**src/rtl/datapath_seq.sv**
```systemverilog
// Multi-cycle register file + 16-op ARM-ordered ALU with persistent NZCV flags,
// sequenced IDLE -> READ -> EXEC -> WB. Optional barrel shifter on operand B: DATAPATH_SHIFTER_EN.
module datapath_seq #(
    parameter int WIDTH    = 32,
    parameter int NUM_REGS = 16,
    localparam int ADDR_W  = $clog2(NUM_REGS)
) (
    input  logic              i_clock,
    input  logic              i_reset,
    input  logic              i_start,
    input  logic [ADDR_W-1:0] i_rn,
    input  logic [ADDR_W-1:0] i_rm,
    input  logic [ADDR_W-1:0] i_rd,
    input  logic [3:0]        i_alu_op,
    input  logic              i_set_flags,
    input  logic              i_ld_en,
    input  logic [ADDR_W-1:0] i_ld_addr,
    input  logic [WIDTH-1:0]  i_ld_data,
`ifdef DATAPATH_SHIFTER_EN
    input  logic [1:0]                 i_shift_type,
    input  logic [$clog2(WIDTH)-1:0]   i_shift_amt,
`endif
    output logic              o_busy,
    output logic              o_done,
    output logic [WIDTH-1:0]  o_result,
    output logic              o_zero_flag,
    output logic              o_carry_flag,
    output logic              o_overflow_flag,
    output logic              o_negative_flag
);

    typedef enum logic [1:0] {
        ST_IDLE = 2'd0,
        ST_READ = 2'd1,
        ST_EXEC = 2'd2,
        ST_WB   = 2'd3
    } state_t;

    state_t             r_state;
    state_t             w_next;
    logic               r_busy;
    logic               r_done;

    logic [WIDTH-1:0]   r_regs [NUM_REGS];
    logic [ADDR_W-1:0]  r_rn;
    logic [ADDR_W-1:0]  r_rm;
    logic [ADDR_W-1:0]  r_rd;
    logic [3:0]         r_op;
    logic               r_sf;
    logic [WIDTH-1:0]   r_a;
    logic [WIDTH-1:0]   r_b;
    logic [WIDTH-1:0]   r_result;
    logic               r_n;
    logic               r_z;
    logic               r_c;
    logic               r_v;

    logic [WIDTH-1:0]   w_b_op;
    logic               w_sh_c;
    logic               w_sh_v;
    logic [WIDTH-1:0]   w_x;
    logic [WIDTH-1:0]   w_y;
    logic               w_cin;
    logic               w_arith;
    logic [WIDTH-1:0]   w_log;
    logic [WIDTH:0]     w_sum;
    logic [WIDTH-1:0]   w_res;
    logic               w_v;
    logic               w_cmp;
    logic               w_upd;

    // State register with registered handshake outputs derived from the next state
    always_ff @(posedge i_clock) begin
        if (i_reset) begin
            r_state <= ST_IDLE;
            r_busy  <= 1'b0;
            r_done  <= 1'b0;
        end else begin
            r_state <= w_next;
            r_busy  <= (w_next != ST_IDLE);
            r_done  <= (w_next == ST_WB);
        end
    end

    // Next-state logic
    always_comb begin
        w_next = r_state;
        case (r_state)
            ST_IDLE: begin
                if (i_start) begin
                    w_next = ST_READ;
                end else begin
                    w_next = ST_IDLE;
                end
            end
            ST_READ: w_next = ST_EXEC;
            ST_EXEC: w_next = ST_WB;
            ST_WB:   w_next = ST_IDLE;
            default: w_next = ST_IDLE;
        endcase
    end

`ifdef DATAPATH_SHIFTER_EN
    localparam int SH_W = $clog2(WIDTH);
    logic [1:0]         r_sh_type;
    logic [SH_W-1:0]    r_sh_amt;
    logic [SH_W-1:0]    w_rot_amt;
    logic [2*WIDTH-1:0] w_rot;

    // Shift-field capture with start
    always_ff @(posedge i_clock) begin
        if (i_reset) begin
            r_sh_type <= 2'd0;
            r_sh_amt  <= '0;
        end else if ((r_state == ST_IDLE) && i_start) begin
            r_sh_type <= i_shift_type;
            r_sh_amt  <= i_shift_amt;
        end else begin
            r_sh_type <= r_sh_type;
            r_sh_amt  <= r_sh_amt;
        end
    end

    // Barrel shifter; carry is the last bit shifted out (a zero amount is a pass-through)
    always_comb begin
        w_b_op    = r_b;
        w_sh_c    = 1'b0;
        w_sh_v    = 1'b0;
        // A truncated WIDTH of zero (power-of-two widths) makes this a no-op
        w_rot_amt = (r_sh_amt >= SH_W'(WIDTH)) ? (r_sh_amt - SH_W'(WIDTH)) : r_sh_amt;
        w_rot     = {r_b, r_b} >> w_rot_amt;
        if (r_sh_amt != '0) begin
            w_sh_v = 1'b1;
            case (r_sh_type)
                2'd0: {w_sh_c, w_b_op} = {1'b0, r_b} << r_sh_amt;
                2'd1: {w_b_op, w_sh_c} = {r_b, 1'b0} >> r_sh_amt;
                2'd2: {w_b_op, w_sh_c} = $signed({r_b, 1'b0}) >>> r_sh_amt;
                default: begin
                    w_b_op = w_rot[WIDTH-1:0];
                    w_sh_c = w_rot[WIDTH-1];
                end
            endcase
        end else begin
            w_b_op = r_b;
        end
    end
`else
    // No shifter: operand B passes straight through and never produces a carry
    always_comb begin
        w_b_op = r_b;
        w_sh_c = 1'b0;
        w_sh_v = 1'b0;
    end
`endif

    // ALU: subtractions are A + ~B + cin so the adder carry is the ARM NOT-borrow
    always_comb begin
        w_x     = r_a;
        w_y     = w_b_op;
        w_cin   = 1'b0;
        w_arith = 1'b1;
        w_log   = '0;
        case (r_op)
            4'h2, 4'hA: begin w_y = ~w_b_op; w_cin = 1'b1; end
            4'h3:       begin w_x = w_b_op; w_y = ~r_a; w_cin = 1'b1; end
            4'h4, 4'hB: w_cin = 1'b0;
            4'h5:       w_cin = r_c;
            4'h6:       begin w_y = ~w_b_op; w_cin = r_c; end
            4'h7:       begin w_x = w_b_op; w_y = ~r_a; w_cin = r_c; end
            4'h0, 4'h8: begin w_arith = 1'b0; w_log = r_a & w_b_op; end
            4'h1, 4'h9: begin w_arith = 1'b0; w_log = r_a ^ w_b_op; end
            4'hC:       begin w_arith = 1'b0; w_log = r_a | w_b_op; end
            4'hD:       begin w_arith = 1'b0; w_log = w_b_op; end
            4'hE:       begin w_arith = 1'b0; w_log = r_a & ~w_b_op; end
            default:    begin w_arith = 1'b0; w_log = ~w_b_op; end
        endcase
        w_sum = {1'b0, w_x} + {1'b0, w_y} + {{WIDTH{1'b0}}, w_cin};
        w_res = w_arith ? w_sum[WIDTH-1:0] : w_log;
        w_v   = (w_x[WIDTH-1] == w_y[WIDTH-1]) && (w_sum[WIDTH-1] != w_x[WIDTH-1]);
        w_cmp = (r_op[3:2] == 2'b10);
        w_upd = w_cmp | r_sf;
    end

    // Datapath: operand capture, register file, result and flags
    always_ff @(posedge i_clock) begin
        if (i_reset) begin
            for (int i = 0; i < NUM_REGS; i++) begin
                r_regs[i] <= '0;
            end
            r_rn     <= '0;
            r_rm     <= '0;
            r_rd     <= '0;
            r_op     <= 4'd0;
            r_sf     <= 1'b0;
            r_a      <= '0;
            r_b      <= '0;
            r_result <= '0;
            r_n      <= 1'b0;
            r_z      <= 1'b0;
            r_c      <= 1'b0;
            r_v      <= 1'b0;
        end else begin
            case (r_state)
                ST_IDLE: begin
                    if (i_start) begin
                        r_rn <= i_rn;
                        r_rm <= i_rm;
                        r_rd <= i_rd;
                        r_op <= i_alu_op;
                        r_sf <= i_set_flags;
                    end else if (i_ld_en) begin
                        r_regs[i_ld_addr] <= i_ld_data;
                    end else begin
                        r_sf <= r_sf;
                    end
                end
                ST_READ: begin
                    r_a <= r_regs[r_rn];
                    r_b <= r_regs[r_rm];
                end
                ST_EXEC: begin
                    r_result <= w_res;
                    if (w_upd) begin
                        r_n <= w_res[WIDTH-1];
                        r_z <= (w_res == '0);
                        if (w_arith) begin
                            r_c <= w_sum[WIDTH];
                            r_v <= w_v;
                        end else if (w_sh_v) begin
                            r_c <= w_sh_c;
                        end else begin
                            r_c <= r_c;
                        end
                    end else begin
                        r_n <= r_n;
                    end
                end
                ST_WB: begin
                    if (!w_cmp) begin
                        r_regs[r_rd] <= r_result;
                    end else begin
                        r_rd <= r_rd;
                    end
                end
                default: r_rd <= r_rd;
            endcase
        end
    end

    assign o_busy          = r_busy;
    assign o_done          = r_done;
    assign o_result        = r_result;
    assign o_zero_flag     = r_z;
    assign o_carry_flag    = r_c;
    assign o_overflow_flag = r_v;
    assign o_negative_flag = r_n;

endmodule

```
**config.mk**
```make
export PLATFORM = sky130hd
export DESIGN_NAME = datapath_seq
export DESIGN_NICKNAME = d
export VERILOG_FILES = /design/src/rtl/datapath_seq.sv
export SDC_FILE = /design/constraint.sdc
export NUM_CORES = 1
export LEC_CHECK = 0
export BUFFER_PORTS_ARGS = -buffer_cell sky130_fd_sc_hd__buf_2
export CAP_MARGIN = 20
export CORE_MARGIN = 2
export CORE_UTILIZATION = 55
export CTS_CLUSTER_DIAMETER = 120
export DETAILED_ROUTE_END_ITERATION = 8
export PLACE_DENSITY = 0.72
export SYNTH_ARGS = -nofsm -noshare
export SYNTH_HDL_FRONTEND = slang
export SYNTH_SLANG_ARGS = --single-unit
```
**constraint.sdc**
```tcl
create_clock -name i_clock -period 6.3 [get_ports i_clock]
set_input_delay 0.315 -clock i_clock [delete_from_list [all_inputs] [get_ports i_clock]]
set_output_delay 0.315 -clock i_clock [all_outputs]
set_load 0.02 [all_outputs]
```
## After elaboration in Yosys (flattened, before gate mapping)

Memory sizes are Yosys's and may differ from the RTL's. A register that Yosys moved wholly into a read port is not among the register bits.
Index checks and enable logic that the tools add are counted.
Widths: inputs -> output; s select.

- Register bits after elaboration: 57
- Bits in latches: 0
- Bits in writable memories: 512
- Bits in read-only memories: 0
- Bits of input ports: 57
- Output and inout bits: 38
- Logic and storage cells: 86
- Memories kept: 1

- Add/subtract/negate cells: 2
- Multiply operators: 0
- Div/mod/pow operators: 0
- Magnitude comparators: 0
- Equal/unequal tests: 21
- Shift operators: 0
- Multiplexer cells: 25
- Bitwise gates (word level): 7
- Reductions and logical operators: 17

Memory list:

| name | words | width | rd ports | clocked after memory_dff | write ports | RTL line | text |
|---|---|---|---|---|---|---|---|
| r_regs | 16 | 32 | 2 | 2 | 16 | 44 | `logic [WIDTH-1:0] r_regs [NUM_REGS];` |

Operators with widths:

| kind | count |
|---|---|
| $pmux 32 s6 | 1 |
| $mux 32 | 4 |
| $and 32x32->32 | 2 |
| $not 32->32 | 2 |
| $pmux 32 s2 | 1 |
| $reduce_or 32->1 | 2 |
| $add 32x32->33 | 1 |
| $add 33x1->33 | 1 |
| $logic_not 32->1 | 1 |
| $or 32x32->32 | 1 |
| $xor 32x32->32 | 1 |
| $eq 4x4->1 const B | 7 |
| $eq 4x3->1 const B | 4 |
| $mux 1 | 15 |
| $reduce_or 3->1 | 3 |
| $eq 2x2->1 const B | 4 |
| $eq 4x2->1 const B | 2 |
| $mux 4 | 2 |
| $pmux 2 s4 | 1 |
| $reduce_or 8->1 | 1 |
| $reduce_or 2->1 | 3 |
| $eq 4x1->1 const B | 1 |
| $logic_not 4->1 | 1 |
| $reduce_and 2->1 | 2 |
| other kinds (9) | 9 |

## Depth between registers and ports, before layout

Gate-level depths: netlist of run 1.

- Depth after elaboration: 8
- Depth in mapped cells: 22
- Gate-level depth less buffers: 19

## Worst setup path before layout of run 1

OpenSTA, ideal clock, no wires.

- Path kind: register to register
- Start point: reg r_op[0]
- End point: reg r_z, in the netlist o_zero_flag
- Setup time: 0.059 ns
- Arrival: 4.708 ns
- Path slack: 1.533 ns
- Cell stages (with the launch flop): 23
- Cells stage by stage: dfxtp_1 > buf_2 > buf_2 > buf_1 > buf_2 > o31ai_1 > clkbuf_1 > nor2_1 > a211oi_1 > fa_1 > inv_1 > fa_1 > a21o_1 > a311o_1 > o2111ai_1 > a21boi_1 > or3_1 > a31oi_1 > nand4_1 > nor4_1 > nand4b_1 > nor4_2 > a31o_1

- Cells in the longest elaborated chain, start to end: 7
- Elaborated cells on any way between the ends: 31
- Those cells by class: add/sub (2); eq/ne (14); mux (6); reduce/logical (9)

RTL lines:

| element | RTL line | text |
|---|---|---|
| start, declared | 48 | `logic [3:0] r_op;` |
| start signal, assigned | 209 | `r_op <= i_alu_op;` |
| $eq 4x3->1 (tied with other cells) | 163 | `case (r_op)` |
| $reduce_or 3->1 (no line) / $reduce_or 2->1 (equally long branches) | - |  |
| $pmux 32 s2 / $mux 32 (equally long branches) | 163 |  |
| $add 32x32->33 | 177 | `w_sum = {1'b0, w_x} + {1'b0, w_y} + {{WIDTH{1'b0}}, w_cin};` |
| $add 33x1->33 | 177 |  |
| $mux 32 * | 178 | `w_res = w_arith ? w_sum[WIDTH-1:0] : w_log;` |
| $logic_not 32->1 * | 225 | `r_z <= (w_res == '0);` |
| end signal, assigned | 225 |  |
| end, declared | 54 | `logic r_z;` |

Every way passes the cells marked *; elsewhere a longest branch is shown, timed or not.
A chain may end at the register's enable or synchronous reset.

## Worst setup path after layout of run 1

Ends and elaborated chain as after synthesis.

==> flow_summary_export.csv, run 1 <==
group,metric,value,unit
synth,synth.distinct_cells,87,
synth,syn_inst,2934,
setup_path,slowest_delay,0.77,ns
timing,worst_slew_pin_slew,1.103,ns
setup_path,worst-setup-path-type,"register to register",
synth,netlist_area,35510,sq um
place,io_buffers,94,
synth,ys_async_sr_fraction,0,
setup_path,end_kind,"register",
clock_network,cts_setup_buffers,0,
global_route,gr-usage-all-layers,0.3553,
setup_path,worst-endpoint-required,6.85,ns
outcome,run_status,"complete, no violations",
synth,yosysTopAreaCellShare,0.4330,
route,antenna_left,0,
route,wire_per_inst,30.57,um
cells_and_area,nets,3095,
die,dieWidth,258.1,um
timing,slew_headroom,0.2501,
route,wirelength,118.4,mm
clock_network,clk_pin_slew,0.06,ns
synth,seq_area_frac_synth,0.5012,
synth,syn-num-nets,3061,
clock_network,cts_made_buffers,68,
synth,ys.warnings.count,0,
cells_and_area,areaGrowthSynthToFinish,10.86,%
cells_and_area,n_fill_cell,4851,
die,coreArea,64120,sq um
synth,synth_edf_count,512,
clock_network,clock_latency,0.62,ns
cells_and_area,diodes,0,
timing,rsz0062_at_grt,"no",
cells_and_area,drive_above_1_share,0.2252,
synth,yosysTopAreaCell,"edfxtp_1",
clock_network,post_cts_resized,0,
cells_and_area,regArea,17820,sq um
clock_network,cts_tree,"done",
die,row_count,93,
place,dp_hpwl,74.02,mm
die,dieArea,66610,sq um
timing,fin_crit_sh,0.8594,
synth,ys_seq_elements,633,
route,first_pass_iters,8,
power,ir_worst_vdd,0.0001672,V
timing,setup_tns,0,ns
route,vias,26910,
timing,fin_skew,0.02913,ns
route,drt_iter0_markers,4200,
global_route,grt_pass1_wl,172.7,mm
clock_network,clock-root-buffer,"clkbuf_16",
timing,fin_ws,0.8860,ns
synth,synth_area_leaders,"edfxtp_1, mux4_2, nor2_1",
setup_path,crit_path_start_kind,"register",
job,max_cap_violations,0,
place,place_ws,1.002,ns
timing,hold_violations,0,
setup_path,cp_slowest_cell,"nor4_1",
setup_path,path_cells,"clkinv_1, or3_2, o31ai_4, buf_4, nand2_1, o21ai_0, o21ai_0, ha_1, a21o_1, a2111o_1, o22ai_2, a211o_1, nand2_1, nor3_1, nand4_1, nor4_1, nand4b_1, nor4_2, a31o_1",
die,ios,95,
clock_network,cts_sinks,633,
clock_network,clockBufferDepth,3,
clock_network,htree_levels,3,
die,start_util,0.5538,
synth,syn_avg_cell_area,12.10,sq um
timing,drv_slew,0,
global_route,grt_pass1_vias,26630,
global_route,grt_max_degree,130,
timing,fin_crit,5.414,ns
route,viasPerCell,6.947,
place,routabilityCongestion,0.9403,
synth,ys.flop_type,"edfxtp_1",
timing,setup_violations,0,
route,drc_errors,0,
setup_path,critical_path_peak_fanout,31,
cells_and_area,multiInputGateArea,16450,sq um
worst_hold_path,min_path_type,"input pin to register",
die,die_y,258.1,um
power,p_leak,13.87,nW
timing,fmax,184.7,MHz
setup_path,cp.arrival,5.96,ns
global_route,antenna_found_initial,1,
global_route,overflow,0,
power,powerDensity,274.6,nW/um^2
==> Yosys cell counts, types with 10 or more instances <==
library cell	number
mux2i_1	112
buf_1	46
o211ai_1	11
dfxtp_1	121
a211oi_1	23
a21oi_1	114
o21a_1	10
a21o_1	16
o21ai_0	150
buf_2	25
a31oi_1	17
xor2_1	11
nand2b_1	10
and2_1	10
clkbuf_1	173
inv_1	81
nor2_1	658
mux4_2	320
nor2b_1	14
o221ai_1	11
ha_1	68
nor3_1	28
nand4_1	10
nand2_1	188
edfxtp_1	512
nand3_1	23
==> final timing paths <==
path | cells after the start | to | slack, ns | startpoint
worst max-delay path | 19 | o_zero_flag | 0.89 | r_op[0]
worst min-delay path | 3 | r_state[0] | 0.05 | i_start
worst max register to register | 19 | o_zero_flag | 0.89 | r_op[0]
worst min register to register | 2 | r_sf | 0.48 | r_sf
==> cells in the final DEF (no fill, tap or decap), types with 16 or more instances in the layout <==
cell type | Yosys | routed
nand2_1 | 188 | 172
a21oi_1 | 114 | 114
mux4_2 | 320 | 320
a211oi_1 | 23 | 23
buf_2 | 25 | 94
inv_1 | 81 | 81
nor2_1 | 658 | 657
o21ai_0 | 150 | 150
a21o_1 | 16 | 16
nand2_2 | 0 | 16
nor3_1 | 28 | 26
clkbuf_16 | 0 | 71
ha_1 | 68 | 66
dfxtp_1 | 121 | 111
mux2i_1 | 112 | 110
a31oi_1 | 17 | 17
nand3_1 | 23 | 23
edfxtp_1 | 512 | 512
buf_4 | 3 | 105
==> report_power, final <==
part	leakage [nW]	total, mW	internal (mW)	switching, mW
registers	6.28	4.87	4.70	0.174
logic	6.50	1.90	0.753	1.14
clock network	1.09	4.04	2.35	1.70
total	13.9	10.8	7.80	3.01
==> sequential cells by signal, indices dropped and copies added, names as in the netlist <==
signal	count
o_done	1
o_carry_flag	1
r_regs	512
o_zero_flag	1
r_state	2
r_a	32
o_result	32
o_negative_flag	1
r_sf	1
o_overflow_flag	1
r_op	4
r_rn	4
r_rm	4
r_b	32
o_busy	1
r_rd	4
==> layer usage <==
layer  up-vias  track usage  routed length [um]
li1      11110            -                   -
met1     13300       0.4517               41000
met2      2091       0.5797               56490
met3       408      0.07990               14620
met4         0       0.1749                6314
met5         -            0                   0
==> final cells by class <==
type                            instances  share of cell area
Inverter                               84            0.008010
Clock buffer                           91             0.04847
Sequential cell                       633              0.4527
Clock inverter                         30            0.007915
Timing Repair Buffer                  217             0.03782
Multi-Input combinational cell       1964              0.4179
Tap cell                              855             0.02718
==> timing repair <==
action                                  CTS  global route
endpoints found under the hold margin    13             0
endpoints found under the setup margin    0             0
hold buffers                             13             0
==> kinds of logic (layout without fill, tap and decap cells) <==
logic type	Yosys count	after routing	share of synthesized area
multiplexers	432	432	0.2345
buffers and inverters	337	422	0.03799
AO/OA/AOI/OAI	457	457	0.08242
adder cells (fa/ha/maj)	70	70	0.02509
XOR/XNOR	20	20	0.004933
flip-flops	633	633	0.5012
AND/OR/NAND/NOR	985	985	0.1138
==> per-stage QoR <==
stage / utilization / instance area, sq um / power, mW / cells / hold slack, ns
2_1_floorplan: - / 35510 / 6.140 / 2934 / 0.4332
3_3_place_gp: 0.5772 / 37010 / 6.743 / 3739 / 0.4551
3_5_place_dp: 0.5773 / 37010 / 6.785 / 3740 / 0.4674
4_1_cts: 0.6140 / 39360 / 10.78 / 3874 / 0.02684
5_1_grt: 0.6140 / 39360 / 11.08 / 3874 / 0.08132
6_report: 0.6140 / 39360 / 10.81 / 3874 / 0.04801
==> worst max-delay path: cells and delay by family, from the launching register on <==
kind,cells,cell delay [ns]
simple gates,8,2.70
buf+inv,2,0.47
flops,1,0.35
fa+ha+maj,1,0.40
compound gates,8,1.43
Power figures use the tool's default switching activity.
==> run 2, diff against run 1 <==
==> constraint.sdc (replaced) <==
create_clock -name i_clock -period 6.3 [get_ports i_clock]
set_input_delay 0.945 -clock i_clock [delete_from_list [all_inputs] [get_ports i_clock]]
set_output_delay 0.945 -clock i_clock [all_outputs]
set_load 0.02 [all_outputs]
==> run 2 against run 1 <==
Against the previous run:
- total power shrank 0.84%
- hold slack gained 0.43 ns
- final cell count shrank 0.34%
- sequential power grew 1%
- clock power shrank 2%
==> flow_summary_export.csv, run 2 (same netlist as run 1, synthesis figures left out) <==
group,metric,value,unit
route,vias,27060,
cells_and_area,fin_area,39130,sq um
die,dieArea,66610,sq um
route,drt_iter0_markers,4457,
route,drc_errors,0,
timing,fmax,199.5,MHz
power,powerDensity,274.0,nW/um^2
setup_path,cp.arrival,5.58,ns
setup_path,critical_path_peak_fanout,31,
global_route,gr-usage-all-layers,0.3612,
clock_network,clock-root-buffer,"clkbuf_16",
timing,finalHoldWorstSlack,0.4777,ns
timing,drv_slew,0,
setup_path,crit_top_cell,"o21ai_0",
timing,setup_tns,0,ns
timing,hold_violations,0,
cells_and_area,areaGrowthSynthToFinish,10.19,%
die,ios,95,
clock_network,cts_setup_buffers,0,
timing,fin_skew,0.02319,ns
clock_network,post_cts_resized,0,
power,power_frac_comb,0.171,
place,routabilityCongestion,0.9331,
place,placed_area,36940,sq um
cells_and_area,largest_reg_flops,512,
global_route,grt_max_degree,87,
worst_hold_path,min_path_type,"register to register",
setup_path,worst-endpoint-required,6.87,ns
cells_and_area,final_common_cell,"nor2_1",
cells_and_area,drive_above_1_share,0.2246,
clock_network,cts_tree,"done",
clock_network,cts_sinks,633,
power,seqPwrFrac,0.460,
setup_path,slowest_delay,0.46,ns
clock_network,ctsHoldBuffers,0,
clock_network,clk_pin_slew,0.06,ns
setup_path,path_cells,"inv_2, or3_2, o31ai_4, buf_4, nand2_1, o21ai_0, o21ai_0, ha_1, a21oi_1, o21ai_0, a211oi_1, a21oi_1, o21a_1, nor4_1, o2111ai_1, nor4_1, nand4b_1, nor4_2, a31o_1",
setup_path,cp_top_family,"compound AO/OA/AOI/OAI gates",
setup_path,end_kind,"register",
place,io_buffers,94,
power,p_sw,3.036,mW
cells_and_area,layout_common_cells,"nor2_1, edfxtp_1, mux4_2",
route,wirelength,120.0,mm
outcome,run_status,"complete, no violations",
route,wire_per_inst,31.08,um
setup_path,cp_slowest_cell,"nor4_1",
place,dp_hpwl,74.59,mm
route,viasPerCell,7.010,
power,ir_worst_vdd,0.0001888,V
route,first_pass_iters,6,
die,die_y,258.1,um
timing,rsz0062_at_grt,"no",
global_route,antenna_found_initial,3,
cells_and_area,nets,3079,
power,p_leak,13.75,nW
die,dieWidth,258.1,um
timing,worst_slew_pin_slew,1.202,ns
clock_network,clock_latency,0.63,ns
power,finalPower,10.72,mW
timing,setup_violations,0,
route,antenna_left,0,
timing,fin_crit_sh,0.7957,
setup_path,worst-setup-path-type,"register to register",
clock_network,htree_levels,3,
setup_path,path_buf_inv,2,
die,start_util,0.5538,
clock_network,clockBufferDepth,3,
die,coreArea,64120,sq um
global_route,grt_pass1_vias,26380,
setup_path,crit_path_start_kind,"register",
clock_network,cts_made_buffers,68,
die,row_count,93,
power,p_sw_frac,0.2832,
power,p_int,7.685,mW
global_route,grt_pass1_wl,175.2,mm
timing,slew_headroom,0.1988,
power,clockPowerShare,0.370,
cells_and_area,top_register,"r_regs",
job,max_cap_violations,0,
global_route,overflow,0,
timing,fin_crit,5.013,ns
run 2: area by class of cell:
| type | count | area [sq um] |
|---|---|---|
| diodes | 1 | 2.502 |
| clock buffers | 91 | 1926 |
| clock inverters | 32 | 241.5 |
| fillers | 4851 | 24990 |
| inverters | 84 | 315.3 |
| multi-input cells | 1964 | 16450 |
| flip-flops and latches | 633 | 17820 |
| well taps | 855 | 1070 |
| repair buffers | 201 | 1303 |
run 2: worst reg2reg max path, cell delays in order, from the launching register on:
cell and delay [ns]:
dfxtp_2 0.40, inv_2 0.05, or3_2 0.45, o31ai_4 0.08, buf_4 0.38, nand2_1 0.09, o21ai_0 0.08, o21ai_0 0.12
ha_1 0.38, a21oi_1 0.32, o21ai_0 0.27, a211oi_1 0.34, a21oi_1 0.22, o21a_1 0.22, nor4_1 0.43, o2111ai_1 0.19
nor4_1 0.46, nand4b_1 0.20, nor4_2 0.16, a31o_1 0.12
run 2: through the flow:
step,setup slack [ns],cells,utilization
floorplan,1.533,2934,-
global placement,1.359,3735,0.5762
detailed placement,1.316,3735,0.5762
CTS,1.280,3858,0.6100
global route,0.9365,3860,0.6102
finish,1.287,3861,0.6102
run 2: final timing paths:
kind           start     endpoint  slack (ns)  cells after the start
max reg2reg  r_op[1]  o_zero_flag        1.29                     19
min reg2reg     r_sf         r_sf        0.48                      2
min             r_sf         r_sf        0.48                      2
max          r_op[1]  o_zero_flag        1.29                     19
run 2: power by group through the flow:
stage | combinational (mW) | sequential (mW) | clock, mW
global route | 1.93 | 4.94 | 4.13
floorplan | 1.25 | 4.89 | 0
finish | 1.83 | 4.93 | 3.96
detailed placement | 1.78 | 5.00 | 0
global placement | 1.76 | 4.98 | 0
CTS | 1.79 | 4.92 | 3.98
run 2: routing by layer:
metal	GRT usage	wire length, um	vias up
met5	0	26	-
met4	0.1763	6896	4
met3	0.09011	16170	452
met2	0.5766	56360	2172
met1	0.4656	40550	13350
li1	-	-	11090
